File: src/rtl/pipe_stage_reg.sv
// Inter-stage pipeline register with advance/bubble/hold stall protocol, flush,
// sticky stall-protocol error flag and saturating bubble/hold counters.
module pipe_stage_reg #(
   parameter int                DATA_W   = 64,
   parameter int                STALL_W  = 6,
   parameter int                STAGE    = 2,   // legal range 0..STALL_W-2
   parameter int                CNT_W    = 16,
   parameter logic [DATA_W-1:0] NOP_DATA = '0
) (
   input  logic               clk,
   input  logic               rst,
   input  logic [STALL_W-1:0] stall,
   input  logic               flush,
   input  logic               clr_cnt,
   input  logic [DATA_W-1:0]  in_data,
   input  logic               in_valid,
   output logic [DATA_W-1:0]  out_data,
   output logic               out_valid,
   output logic [CNT_W-1:0]   bubble_cnt,
   output logic [CNT_W-1:0]   hold_cnt,
   output logic               stall_err
);

   typedef enum logic [2:0] {
      ACT_LOAD,
      ACT_FLUSH,
      ACT_BUBBLE,
      ACT_HOLD,
      ACT_ILLEGAL
   } act_e;

   localparam logic [CNT_W-1:0] CNT_ONE = 1;
   localparam logic [CNT_W-1:0] CNT_MAX = '1;

   logic              w_up;
   logic              w_dn;
   act_e              w_act;
   logic              w_unused_stall;

   logic [DATA_W-1:0] r_data;
   logic              r_valid;
   logic [CNT_W-1:0]  r_bubble_cnt;
   logic [CNT_W-1:0]  r_hold_cnt;
   logic              r_stall_err;

   assign w_up           = stall[STAGE];
   assign w_dn           = stall[STAGE+1];
   // Stall bits belonging to other stages play no part in this register.
   assign w_unused_stall = ^stall;

   // NOTE: give w_act a default before any branch so no path leaves it unassigned (no latch).
   always_comb begin
      w_act = ACT_LOAD;
      if (flush) begin
         w_act = ACT_FLUSH;
      end else begin
         case ({w_up, w_dn})
            2'b10:   w_act = ACT_BUBBLE;
            2'b11:   w_act = ACT_HOLD;
            2'b01:   w_act = ACT_ILLEGAL;
            default: w_act = ACT_LOAD;
         endcase
      end
   end

   // NOTE: state is updated with non-blocking assignments so every register samples pre-edge values.
   always_ff @(posedge clk or posedge rst) begin
      if (rst) begin
         r_data  <= NOP_DATA;
         r_valid <= 1'b0;
      end else begin
         case (w_act)
            ACT_FLUSH, ACT_BUBBLE: begin
               r_data  <= NOP_DATA;
               r_valid <= 1'b0;
            end
            ACT_LOAD: begin
               r_data  <= in_valid ? in_data : NOP_DATA;
               r_valid <= in_valid;
            end
            // Hold and the illegal up=0/dn=1 case keep the register untouched.
            default: ;
         endcase
      end
   end

   always_ff @(posedge clk or posedge rst) begin
      if (rst) begin
         r_stall_err <= 1'b0;
      end else if (w_act == ACT_ILLEGAL) begin
         r_stall_err <= 1'b1;
      end
   end

   always_ff @(posedge clk or posedge rst) begin
      if (rst) begin
         r_bubble_cnt <= '0;
         r_hold_cnt   <= '0;
      end else if (clr_cnt) begin
         r_bubble_cnt <= '0;
         r_hold_cnt   <= '0;
      end else begin
         if (w_act == ACT_BUBBLE && r_bubble_cnt != CNT_MAX) begin
            r_bubble_cnt <= r_bubble_cnt + CNT_ONE;
         end
         // Only a legal hold is counted; the illegal case is reported via stall_err.
         if (w_act == ACT_HOLD && r_hold_cnt != CNT_MAX) begin
            r_hold_cnt <= r_hold_cnt + CNT_ONE;
         end
      end
   end

   assign out_data   = r_data;
   assign out_valid  = r_valid;
   assign bubble_cnt = r_bubble_cnt;
   assign hold_cnt   = r_hold_cnt;
   assign stall_err  = r_stall_err;

endmodule

File: config.mk
export PLATFORM = sky130hd
export DESIGN_NAME = pipe_stage_reg
export DESIGN_NICKNAME = d
export VERILOG_FILES = /design/src/rtl/pipe_stage_reg.sv
export SDC_FILE = /design/constraint.sdc
export NUM_CORES = 1
export LEC_CHECK = 0
export BUFFER_PORTS_ARGS = -buffer_cell sky130_fd_sc_hd__buf_2
export CAP_MARGIN = 25
export CORE_ASPECT_RATIO = 0.75
export CORE_UTILIZATION = 33
export DETAILED_ROUTE_END_ITERATION = 6
export REMOVE_ABC_BUFFERS = 1
export SLEW_MARGIN = 5
export SYNTH_ARGS = -nofsm -noshare
export SYNTH_HDL_FRONTEND = slang
export SYNTH_SLANG_ARGS = --single-unit
File: constraint.sdc
create_clock -name clk -period 4 [get_ports clk]
set_input_delay 0.2 -clock clk [delete_from_list [all_inputs] [get_ports clk]]
set_output_delay 0.2 -clock clk [all_outputs]
set_load 0.005 [all_outputs]
==> reports/results.txt <==
Synth unique cells - 44
Worst Hold Launch - in_data[6]
Global route hottest layer - met2
Synth top area share - 59.0%
Tcrit/Tclk final - 50.7%
Met1 Resource Use GR - 21.7%
Detail Placement HPWL - 7540 um
Final ANT Viol Nets - 0
Post-CTS Setup Inserts - 0
Htree depth - 3
Largest net degree at the start of global routing - 80
Worst Hold Class - in2reg
Reg clk slew, reported paths - 0.07 ns
Vias in the first global route - 3370
Flops & latches, synth - 98
Routed wire length - 10800 um
Routed WL per cell - 15.8 um
Max rail drop VDD - 0.215 mV
Fin. Hold Viols - 0
CP arrival - 2.25 ns
Max-cap violations - 0
Cell taking the most area after synthesis - dfrtp_1
Reg2reg path depth - 4
Sequential fraction of the synthesis area - 59.0%
Die X-Extent - 132 um
Setup CP Type - reg2reg
Leak pwr - 2.80 nW
DR pass1 iterations - 7
Largest fanout on the critical path - 8
Area grow syn2layout - 32.2%
Die area - 0.0130 mm2
Placed Instances - 666
Final Slew Violations - 0
Top FF cell, synth - dfrtp_1
DRC - 0
Worst-skew pair later-pin latency - 0.33 ns
Ordered list of cells on the worst path - nand4_1, nor4_2, nand4b_1, mux2_2
Layout Utilization - 44.8%
Final Hold Slack - 0.0773 ns
Synth area leaders - dfrtp_1 59%, a22o_1 13%, a21oi_1 2.9%
Clock sinks - 98
IO buf count - 168
Reg2reg end - bubble_cnt[9]
Met2 global-route usage - 27.3%
Actual slew at the worst max-slew pin - 0.740 ns
Total gr overflow - 0
Hold buffers post-CTS - 0
Ys async rst share - 100%
Min cycle time layout - 2.03 ns
Chip height - 99.2 um
Core area - 0.0123 mm2
Fmax - 493 MHz
Initial Util - 33.9%
Syn Std Cell Area - 0.00416 mm2
Rel. slew slack - 50.2%
EDFF count, synth - 0
Final net count - 590
Syn avg cell area - 11.9 um2
Clock Skews - 0.00403 ns
Final Setup Violations - 0
CP startpoint kind - register
Cts repair resizes - 0
Filler Cells Inserted - 1187
Gr usage total - 16.5%
Worst setup EP type - register
RSZ-0062 raised after global routing - no
Largest stage delay on the critical path - 0.65 ns
Run status - complete, no violations
First-pass GRT wire length - 17500 um
R2R setup slack - 1.97 ns
Share of cells above drive strength 1 - 38.6%
TritonCTS buffer count - 9
Max stage delay cell, worst path - nor4_2
I/O pin total - 173
Hold endpoint - out_data[6]
Iter 0 DRT Violations - 183
CTS tree - done
Hold Path Depth - 2
Yosys warns - 0
Final std cells w/o fill - 685
Reg2reg start - bubble_cnt[11]
Antenna violations before repair - 0
DR vias - 3539
Count leader, synth - dfrtp_1
Row cnt - 35
Met3 Usage GRT - 3.98%
Worst EP required - 4.22 ns
PwrDens - 358 mW/mm2
Via/cell ratio - 5.17
Post-synth top cells - 98 x dfrtp_1, 64 x a22o_1, 24 x a21oi_1, 20 x clkbuf_1, 14 x nand3_1
Max clock buf depth - 2
Syn Inst Count - 349
Clk Tree Root Cell - clkbuf_16
GP Congestion - 0.750
==> final cells by class <==
type                    instances  area, um2  area share (%)
diodes                          1       2.50          0.0456
clock buffers                  10        229            4.17
clock inverters                 6       58.8            1.07
inverters                       6       25.0           0.456
multi-input cells             224       1610            29.3
flip-flops and latches         98       2450            44.7
well taps                     166        208            3.78
repair buffers                174        908            16.5
==> cell families after synthesis <==
family	after synthesis	synth area share, %
fa+ha+maj	2	0.602
buf+inv	27	2.62
xor+xnor	1	0.211
flops	98	59.0
simple gates	96	14.3
compound gates	120	22.0
mux	5	1.32
==> worst max path at each step <==
stage,start,to,slack (ns)
final,bubble_cnt[11],bubble_cnt[9],1.97
after global routing,bubble_cnt[11],bubble_cnt[9],1.83
after CTS,bubble_cnt[11],bubble_cnt[9],1.96
after detailed placement,bubble_cnt[11],bubble_cnt[9],1.99
after global placement,bubble_cnt[11],bubble_cnt[9],2.04
after floorplan,flush,out_data[0],-1.82
==> state kept, by name (all words and copies together) (netlist names) <==
register / cells
out_valid: 1
stall_err: 1
bubble_cnt: 16
out_data: 64
hold_cnt: 16
==> where the power goes <==
| part | internal (mW) | switching [mW] | total, mW |
|---|---|---|---|
| Combinational | 0.0566 | 0.0708 | 0.127 |
| Clock | 0.435 | 0.388 | 0.824 |
| Sequential | 1.01 | 0.00986 | 1.02 |
| Total | 1.50 | 0.469 | 1.97 |
==> metal layers <==
layer / share of wire (%) / wire [um]
met5: 0 / 0
met4: 1.1 / 123
met3: 3.8 / 407
met2: 50 / 5370
met1: 46 / 4930
==> cells in the final DEF (no fill, tap or decap), types with 2 or more instances in the layout <==
master	count
and3_1	3
mux2_2	4
buf_4	4
o21ai_0	6
inv_6	3
a21oi_1	24
buf_2	168
nor2b_1	3
o41ai_1	3
or4_1	10
nand2_1	10
and4_1	3
clkbuf_16	9
nand2b_1	3
nand4_1	7
ha_1	2
a21o_1	2
o31ai_1	10
a22o_1	64
or4b_1	2
or3_1	6
nor4_1	7
dfrtp_1	98
a211oi_1	4
nor3_1	4
inv_1	5
nand3_1	14
a31oi_1	2
nor2_1	12
==> worst max-delay path: cells and delay by family (launching register included) <==
family	cells	cell delay [ns]
DFF	1	0.47
muxes	1	0.34
and+or+nand+nor	3	1.10
==> through the flow <==
step	power, mW	worst slack, ns	TNS, ns	area [um2]
final	1.97	1.97	0	5490
after global placement	1.16	2.04	0	5160
after global routing	2.06	1.83	0	5490
after CTS	2.00	1.96	0	5450
after detailed placement	1.16	1.99	0	5160
after floorplan	1.09	-1.82	-117.72	4070
Note: power is estimated with default switching activity, not from simulation.
